### src/rtl/des_scheduler_if.sv
// Request/status bundle between the button front end and des_scheduler.
// DES_ESTOP_EN adds the emergency-stop input to the bundle.
interface des_scheduler_if #(
    parameter int N_FLOORS = 6,
    parameter int FLOOR_W  = 3
);
    logic [N_FLOORS-1:0]   input_in;
    logic [2*N_FLOORS-3:0] input_out;
`ifdef DES_ESTOP_EN
    logic                  input_estop;
`endif
    logic [FLOOR_W-1:0]    output_now;
    logic                  output_dir;
    logic                  output_door;
    logic                  output_bool;
    logic [FLOOR_W-1:0]    output_des;
    logic [N_FLOORS-1:0]   output_pend_in;
    logic [2*N_FLOORS-3:0] output_pend_out;

`ifdef DES_ESTOP_EN
    modport master (
        output input_in, input_out, input_estop,
        input  output_now, output_dir, output_door, output_bool, output_des,
               output_pend_in, output_pend_out
    );
    modport slave (
        input  input_in, input_out, input_estop,
        output output_now, output_dir, output_door, output_bool, output_des,
               output_pend_in, output_pend_out
    );
`else
    modport master (
        output input_in, input_out,
        input  output_now, output_dir, output_door, output_bool, output_des,
               output_pend_in, output_pend_out
    );
    modport slave (
        input  input_in, input_out,
        output output_now, output_dir, output_door, output_bool, output_des,
               output_pend_in, output_pend_out
    );
`endif
endinterface

### src/rtl/des_scheduler.sv
// LOOK-sweep elevator car scheduler: latches requests, models travel and door timing.
// Optional macro DES_ESTOP_EN adds emergency-stop handling.
module des_scheduler #(
    parameter int N_FLOORS    = 6,
    parameter int FLOOR_W     = 3,
    parameter int MOVE_CYCLES = 16,
    parameter int DOOR_CYCLES = 8
) (
    input  logic           clk,
    input  logic           rst,
    des_scheduler_if.slave sched_io
);
    // state | meaning
    // IDLE  | parked with door closed, waiting for a request
    // MOVE  | travelling, one floor per MOVE_CYCLES clocks
    // DOOR  | door open at output_now for DOOR_CYCLES clocks
    localparam logic [1:0] ST_IDLE = 2'd0;
    localparam logic [1:0] ST_MOVE = 2'd1;
    localparam logic [1:0] ST_DOOR = 2'd2;

    localparam int NH    = 2*N_FLOORS - 2;
    localparam int MAX_C = (MOVE_CYCLES > DOOR_CYCLES) ? MOVE_CYCLES : DOOR_CYCLES;
    localparam int CNT_W = $clog2(MAX_C + 1);
    localparam logic [CNT_W-1:0]   MOVE_LOAD = CNT_W'(MOVE_CYCLES - 1);
    localparam logic [CNT_W-1:0]   DOOR_LOAD = CNT_W'(DOOR_CYCLES - 1);
    localparam logic [FLOOR_W-1:0] TOP       = FLOOR_W'(N_FLOORS - 1);

    function automatic logic [N_FLOORS-1:0] up_of(input logic [NH-1:0] h);
        logic [N_FLOORS-1:0] v;
        v = '0;
        for (int f = 0; f < N_FLOORS-1; f++) v[f] = h[2*f];
        return v;
    endfunction

    function automatic logic [N_FLOORS-1:0] dn_of(input logic [NH-1:0] h);
        logic [N_FLOORS-1:0] v;
        v = '0;
        for (int f = 1; f < N_FLOORS; f++) v[f] = h[2*f-1];
        return v;
    endfunction

    function automatic logic [NH-1:0] hall_of(input logic [N_FLOORS-1:0] up,
                                              input logic [N_FLOORS-1:0] dn);
        logic [NH-1:0] h;
        h = '0;
        for (int f = 0; f < N_FLOORS-1; f++) h[2*f]   = up[f];
        for (int f = 1; f < N_FLOORS; f++)   h[2*f-1] = dn[f];
        return h;
    endfunction

    function automatic logic ahead_of(input logic [N_FLOORS-1:0] r,
                                      input logic [FLOOR_W-1:0]  fl,
                                      input logic                d);
        logic a;
        a = 1'b0;
        for (int f = 0; f < N_FLOORS; f++)
            if (r[f] && ((d && f > int'(fl)) || (!d && f < int'(fl)))) a = 1'b1;
        return a;
    endfunction

    logic [1:0]          state_q, state_d;
    logic [FLOOR_W-1:0]  now_q, now_d;
    logic                dir_q, dir_d;
    logic [CNT_W-1:0]    cnt_q, cnt_d;
    logic [N_FLOORS-1:0] pin_q, pin_d;
    logic [NH-1:0]       pout_q, pout_d;
    logic                estop, halt_q;

    logic [N_FLOORS-1:0] in_g, up_in, dn_in, m_in, m_up, m_dn, m_any, p_any;
    logic [NH-1:0]       out_g;
    logic [FLOOR_W-1:0]  nf, lo, hi, des;
    logic                seen, ahd_nf, ahd_q, ahd_d, stop_here, absorb, d_exit, halt_stop;
    logic [N_FLOORS-1:0] oh_d, clr_in, clr_up, clr_dn;

`ifdef DES_ESTOP_EN
    assign estop = sched_io.input_estop;
    always_ff @(posedge clk or posedge rst) begin
        if (rst) halt_q <= 1'b0;
        else     halt_q <= (state_q == ST_MOVE) && (estop || halt_q) && (state_d == ST_MOVE);
    end
`else
    assign estop  = 1'b0;
    assign halt_q = 1'b0;
`endif

    // Decisions see this edge's presses so a press at the parked floor opens the door at once.
    assign in_g  = estop ? '0 : sched_io.input_in;
    assign out_g = estop ? '0 : sched_io.input_out;
    assign up_in = up_of(out_g);
    assign dn_in = dn_of(out_g);
    assign m_in  = pin_q | in_g;
    assign m_up  = up_of(pout_q | out_g);
    assign m_dn  = dn_of(pout_q | out_g);
    assign m_any = m_in | m_up | m_dn;
    assign p_any = pin_q | up_of(pout_q) | dn_of(pout_q);

    always_comb begin
        lo   = now_q;
        hi   = now_q;
        seen = 1'b0;
        for (int f = 0; f < N_FLOORS; f++) begin
            if (p_any[f]) begin
                if (!seen) lo = FLOOR_W'(f);
                hi   = FLOOR_W'(f);
                seen = 1'b1;
            end
        end
        des = now_q;
        if (dir_q) begin
            if (hi > now_q)      des = hi;
            else if (lo < now_q) des = lo;
        end else begin
            if (lo < now_q)      des = lo;
            else if (hi > now_q) des = hi;
        end
    end

    always_comb begin
        state_d   = state_q;
        now_d     = now_q;
        dir_d     = dir_q;
        cnt_d     = cnt_q;
        halt_stop = 1'b0;
        nf        = dir_q ? now_q + 1'b1 : now_q - 1'b1;
        ahd_nf    = ahead_of(m_any, nf, dir_q);
        stop_here = m_in[nf] | (dir_q ? m_up[nf] : m_dn[nf])
                  | ((dir_q ? m_dn[nf] : m_up[nf]) & ~ahd_nf);
        ahd_q     = ahead_of(m_any, now_q, dir_q);
        absorb    = in_g[now_q] | (up_in[now_q] & (dir_q | ~ahd_q))
                  | (dn_in[now_q] & (~dir_q | ~ahd_q));
        d_exit    = (now_q == TOP) ? 1'b0 : (now_q == '0) ? 1'b1 : dir_q;

        unique case (state_q)
            ST_IDLE: begin
                if (m_any[now_q]) begin
                    state_d = ST_DOOR;
                    cnt_d   = DOOR_LOAD;
                end else if (ahd_q) begin
                    state_d = ST_MOVE;
                    cnt_d   = MOVE_LOAD;
                end else if (ahead_of(m_any, now_q, ~dir_q)) begin
                    state_d = ST_MOVE;
                    dir_d   = ~dir_q;
                    cnt_d   = MOVE_LOAD;
                end
            end
            ST_MOVE: begin
                if (cnt_q != '0) begin
                    cnt_d = cnt_q - 1'b1;
                end else if (dir_q ? (now_q == TOP) : (now_q == '0)) begin
                    state_d = ST_IDLE;
                end else begin
                    now_d = nf;
                    if (estop || halt_q || stop_here) begin
                        state_d   = ST_DOOR;
                        cnt_d     = DOOR_LOAD;
                        halt_stop = estop || halt_q;
                    end else if (ahd_nf) begin
                        cnt_d = MOVE_LOAD;
                    end else begin
                        state_d = ST_IDLE;
                    end
                end
            end
            ST_DOOR: begin
                if (!estop) begin
                    if (absorb) begin
                        cnt_d = DOOR_LOAD;
                    end else if (cnt_q != '0) begin
                        cnt_d = cnt_q - 1'b1;
                    end else begin
                        dir_d   = d_exit;
                        state_d = ST_IDLE;
                        if (ahead_of(m_any, now_q, d_exit)) begin
                            state_d = ST_MOVE;
                            cnt_d   = MOVE_LOAD;
                        end else if (m_any[now_q]) begin
                            // only the opposite hall call is left here: turn round and reopen
                            dir_d   = ~d_exit;
                            state_d = ST_DOOR;
                            cnt_d   = DOOR_LOAD;
                        end else if (ahead_of(m_any, now_q, ~d_exit)) begin
                            dir_d   = ~d_exit;
                            state_d = ST_MOVE;
                            cnt_d   = MOVE_LOAD;
                        end
                    end
                end
            end
            default: state_d = ST_IDLE;
        endcase

        oh_d   = N_FLOORS'(1) << now_d;
        ahd_d  = ahead_of(m_any, now_d, dir_d);
        clr_in = '0;
        clr_up = '0;
        clr_dn = '0;
        if (state_d == ST_DOOR) begin
            clr_in = oh_d;
            if (dir_d || !ahd_d)  clr_up = oh_d;
            if (!dir_d || !ahd_d) clr_dn = oh_d;
        end
        pin_d  = m_in & ~clr_in;
        pout_d = (pout_q | out_g) & ~hall_of(clr_up, clr_dn);
        if (estop || halt_stop) begin
            pin_d  = '0;
            pout_d = '0;
        end
    end

    always_ff @(posedge clk or posedge rst) begin
        if (rst) begin
            state_q <= ST_IDLE;
            now_q   <= '0;
            dir_q   <= 1'b1;
            cnt_q   <= '0;
            pin_q   <= '0;
            pout_q  <= '0;
        end else begin
            state_q <= state_d;
            now_q   <= now_d;
            dir_q   <= dir_d;
            cnt_q   <= cnt_d;
            pin_q   <= pin_d;
            pout_q  <= pout_d;
        end
    end

    assign sched_io.output_now      = now_q;
    assign sched_io.output_dir      = dir_q;
    assign sched_io.output_door     = (state_q == ST_DOOR);
    assign sched_io.output_bool     = |p_any;
    assign sched_io.output_des      = des;
    assign sched_io.output_pend_in  = pin_q;
    assign sched_io.output_pend_out = pout_q;
endmodule

### src/flat_wrapper.sv
// flat-port wrapper written by rule: the top's interface ports become plain ports
module des_scheduler_flat 
#(
    parameter int N_FLOORS    = 6,
    parameter int FLOOR_W     = 3,
    parameter int MOVE_CYCLES = 16,
    parameter int DOOR_CYCLES = 8
)
  (clk, rst, sched_io_input_in, sched_io_input_out, sched_io_output_now, sched_io_output_dir, sched_io_output_door, sched_io_output_bool, sched_io_output_des, sched_io_output_pend_in, sched_io_output_pend_out);
  des_scheduler_if #(.N_FLOORS(N_FLOORS), .FLOOR_W(FLOOR_W)) sched_io_i ();
  input  logic clk;
  input  logic rst;
  input wire logic [$bits(sched_io_i.input_in)-1:0] sched_io_input_in;
  input wire logic [$bits(sched_io_i.input_out)-1:0] sched_io_input_out;
  output wire logic [$bits(sched_io_i.output_now)-1:0] sched_io_output_now;
  output wire logic [$bits(sched_io_i.output_dir)-1:0] sched_io_output_dir;
  output wire logic [$bits(sched_io_i.output_door)-1:0] sched_io_output_door;
  output wire logic [$bits(sched_io_i.output_bool)-1:0] sched_io_output_bool;
  output wire logic [$bits(sched_io_i.output_des)-1:0] sched_io_output_des;
  output wire logic [$bits(sched_io_i.output_pend_in)-1:0] sched_io_output_pend_in;
  output wire logic [$bits(sched_io_i.output_pend_out)-1:0] sched_io_output_pend_out;
  assign sched_io_i.input_in = sched_io_input_in;
  assign sched_io_i.input_out = sched_io_input_out;
  assign sched_io_output_now = sched_io_i.output_now;
  assign sched_io_output_dir = sched_io_i.output_dir;
  assign sched_io_output_door = sched_io_i.output_door;
  assign sched_io_output_bool = sched_io_i.output_bool;
  assign sched_io_output_des = sched_io_i.output_des;
  assign sched_io_output_pend_in = sched_io_i.output_pend_in;
  assign sched_io_output_pend_out = sched_io_i.output_pend_out;
  des_scheduler #(.N_FLOORS(N_FLOORS), .FLOOR_W(FLOOR_W), .MOVE_CYCLES(MOVE_CYCLES), .DOOR_CYCLES(DOOR_CYCLES)) u_core (.clk(clk), .rst(rst), .sched_io(sched_io_i));
endmodule
### config.mk
export PLATFORM = sky130hd
export DESIGN_NAME = des_scheduler_flat
export DESIGN_NICKNAME = d
export VERILOG_FILES = /design/src/rtl/des_scheduler_if.sv /design/src/rtl/des_scheduler.sv /design/src/flat_wrapper.sv
export SDC_FILE = /design/constraint.sdc
export NUM_CORES = 1
export LEC_CHECK = 0
export BUFFER_PORTS_ARGS = -buffer_cell sky130_fd_sc_hd__buf_2
export CORE_MARGIN = 2
export CORE_UTILIZATION = 47
export CTS_CLUSTER_DIAMETER = 60
export DETAILED_ROUTE_END_ITERATION = 12
export PLACE_DENSITY_LB_ADDON = 0.08
export SYNTH_ARGS = -nofsm -noshare
export SYNTH_HDL_FRONTEND = slang
export SYNTH_SLANG_ARGS = --single-unit
export TNS_END_PERCENT = 1
### constraint.sdc
create_clock -name clk -period 5.29 [get_ports clk]
set_input_delay 1.587 -clock clk [delete_from_list [all_inputs] [get_ports clk]]
set_output_delay 1.587 -clock clk [all_outputs]
set_load 0.01 [all_outputs]
==> impl_metrics.json <==
{
  "pwr-share-seq_pct": 19.5,
  "status": "finished, final reports clean",
  "drt_iter0_drc": 302,
  "r2r_setup_slack_ns": 0.94,
  "io-pin-count": 43,
  "grt_setup_unrepaired": "false",
  "final_nets": 509,
  "final_common_cell": "buf_2",
  "cp-end-kind": "output pin",
  "clkTransAtPathRegs_ns": 0.10,
  "grt_pass1_vias": 3276,
  "drt-total-wl_mm": 11.1,
  "syn_inst": 445,
  "cp_max_fo": 6,
  "cts_buffers": 3,
  "die_h_um": 89.3,
  "nFillCells": 732,
  "grt.busiest_layer": "met1",
  "hpwl_mm": 8.27,
  "combPwrFrac_pct": 73.1,
  "grt_use_met1_pct": 43.1,
  "gp_congestion": 0.912,
  "cts.repair.resized": 0,
  "syn_area_um2": 3420,
  "p_switching_uw": 918,
  "reg2reg_depth": 11,
  "finalSetupTns_ns": 0,
  "crit_end": "sched_io_output_des[1]",
  "wl_per_cell_um": 19.3,
  "grt_overflow_total": 0,
  "maxSlewViolCount": 0,
  "final.min_clock_period_ns": 4.96,
  "num_vias": 3775,
  "hp-class": "reg2reg",
  "final_cell_mix": "buf_2 (42), nor2_1 (41), a21oi_1 (39)",
  "syn2layout_area_growth_pct": 8.38,
  "via_per_inst": 6.58,
  "ctsHoldBuffers": 0,
  "path_class": "reg2out",
  "grt_use_met2_pct": 41.4,
  "initial_utilization_pct": 47.9,
  "clock_sinks": 27,
  "finish.utilization_pct": 51.9,
  "cts_root_buf": "clkbuf_8",
  "synth_edf_count": 0,
  "timing.fmax_mhz": 202,
  "p_per_area_nw_per_um2": 460,
  "setup_viol": 0,
  "num_antenna_cells": 0,
  "ant_nets": 0,
  "p_leak_uw": 0.00141,
  "slew_headroom_pct": 26.9,
  "ys_ff_latch": 27,
  "ys_seq_area_share_pct": 19.8,
  "drive_gt1_share_pct": 16.8,
  "drt_pre_antenna_iters": 5,
  "rows": 31,
  "r2r-start": "u_core.sched_io.output_now[1]",
  "drc": 0,
  "fin_skew_ns": 0.00846,
  "syn_nets": 478,
  "die_x_um": 89.3,
  "antenna_found_initial": 0,
  "core_area_um2": 7140,
  "timing.final.hold_violations": 0,
  "grt_use_total_pct": 28.1,
  "syn_area_per_cell_um2": 7.69,
  "clkLatencyLatePin_ns": 0.29,
  "cp.arrival_ns": 3.37,
  "drv_cap": 0,
  "power.internal_uw": 789,
  "dp_slack_ns": 0.248,
  "ys_types": 77,
  "swShare_pct": 53.8,
  "ys.flop_type": "dfrtp_1",
  "clkPwrFrac_pct": 7.4,
  "crit_path_start": "u_core.sched_io.output_pend_in[4]",
  "irDropWorstVdd_uv": 215,
  "worst_pin_slew_ns": 1.10,
  "fin_ws_ns": 0.335,
  "async_flop_share_pct": 100,
  "grtUsageMet3_pct": 2.95,
  "cts_tree": "done",
  "htree_levels": 1,
  "ys_warn_count": 0,
  "r2r-end": "u_core.sched_io.output_pend_in[5]",
  "grt_pass1_wl_mm": 17.3,
  "period_share_pct": 93.7,
  "io_buffers": 42,
  "cts_setup_buffers": 0,
  "die_area_um2": 7980,
  "clockBufferDepth": 2,
  "cp_data_required_time_ns": 3.70,
  "start_kind": "flip-flop",
  "grt_max_degree": 52
}
through the flow:
stage | std cells | power [uW] | cell area, um^2 | hold WS (ns)
6_report | 574 | 1710 | 3710 | 0.557
5_1_grt | 574 | 1840 | 3710 | 0.577
4_1_cts | 574 | 1680 | 3710 | 0.559
3_5_place_dp | 570 | 1550 | 3660 | 0.545
3_3_place_gp | 570 | 1550 | 3660 | 0.539
2_1_floorplan | 445 | 1300 | 3420 | 0.512
final cells by class:
class | instances | area [um^2] | share of cell area (%)
multi-input cells | 375 | 2520 | 68.0
inverters | 19 | 71.3 | 1.92
flip-flops and latches | 27 | 677 | 18.3
well taps | 99 | 124 | 3.34
clock buffers | 4 | 45.0 | 1.21
repair buffers | 50 | 270 | 7.29
synthesized netlist by cell type, types with 5 or more instances:
master	n	area share, %
a22oi_1	5	1.1
o221ai_1	5	1.3
nor2b_1	6	1.1
nand2b_1	6	1.1
dfrtp_1	26	19
mux2i_1	7	2.0
buf_2	10	1.5
nor3_1	23	3.4
ha_1	15	5.5
mux2_2	8	2.6
nand3_1	6	0.88
and2_1	13	2.4
o21a_1	7	1.5
a21oi_1	39	5.7
nor2_1	41	4.5
o31ai_1	6	1.3
nand2_1	23	2.5
a21o_1	7	1.5
buf_4	5	1.1
nor4_1	5	0.91
o22ai_1	7	1.3
xnor2_1	5	1.3
a211oi_1	5	1.1
o211ai_1	7	1.5
o21ai_0	36	5.3
a31oi_1	14	2.6
inv_1	17	1.9
metal layers:
layer | share of wire, % | up-vias | wire length, um
met5 | 0 | - | 0
met4 | 2.0 | 0 | 218
met3 | 7.7 | 21 | 857
met2 | 43 | 185 | 4770
met1 | 47 | 1798 | 5230
li1 | - | 1771 | -
power by group through the flow:
stage               registers [uW]  logic (uW)  clock network, uW
floorplan                      327         970                  0
global placement               334        1220                  0
detailed placement             335        1220                  0
CTS                            330        1230                127
global route                   343        1360                135
finish                         333        1250                126
worst max-delay path, stage by stage (launching register included):
cell and delay [ns]:
dfrtp_1 0.44, or3_1 0.49, or3_2 0.49, a21oi_1 0.22
ha_1 0.19, a21o_1 0.11, a21oi_1 0.05, a31oi_1 0.36
a21oi_1 0.12, or2_2 0.28, a2bb2oi_1 0.17, buf_2 0.15
state kept, by name, indices dropped and copies added, names as in the netlist:
| name | cells |
|---|---|
| u_core.sched_io.output_dir | 1 |
| u_core.state_q | 2 |
| u_core.sched_io.output_pend_in | 6 |
| u_core.sched_io.output_pend_out | 10 |
| u_core.cnt_q | 5 |
| u_core.sched_io.output_now | 3 |
kinds of logic (layout without fill, tap and decap cells):
| logic type | after synthesis | count (layout) | share of synthesized area [%] |
|---|---|---|---|
| adders and majority gates | 15 | 15 | 5.49 |
| and+or+nand+nor | 156 | 156 | 24.0 |
| muxes | 18 | 18 | 6.66 |
| xor gates and xnor gates | 8 | 8 | 2.05 |
| AOI/OAI and AO/OA | 178 | 178 | 35.5 |
| DFF | 27 | 27 | 19.8 |
| buffers and inverters | 43 | 73 | 6.55 |
worst min path at each step:
stage          cells after the start               to            start
2_1_floorplan                      1  u_core.cnt_q[2]  u_core.cnt_q[2]
3_3_place_gp                       1  u_core.cnt_q[4]  u_core.cnt_q[4]
3_5_place_dp                       1  u_core.cnt_q[4]  u_core.cnt_q[4]
4_1_cts                            1  u_core.cnt_q[4]  u_core.cnt_q[4]
5_1_grt                            1  u_core.cnt_q[4]  u_core.cnt_q[4]
6_report                           1  u_core.cnt_q[4]  u_core.cnt_q[4]
No activity file was read; power rests on OpenSTA's default activity.
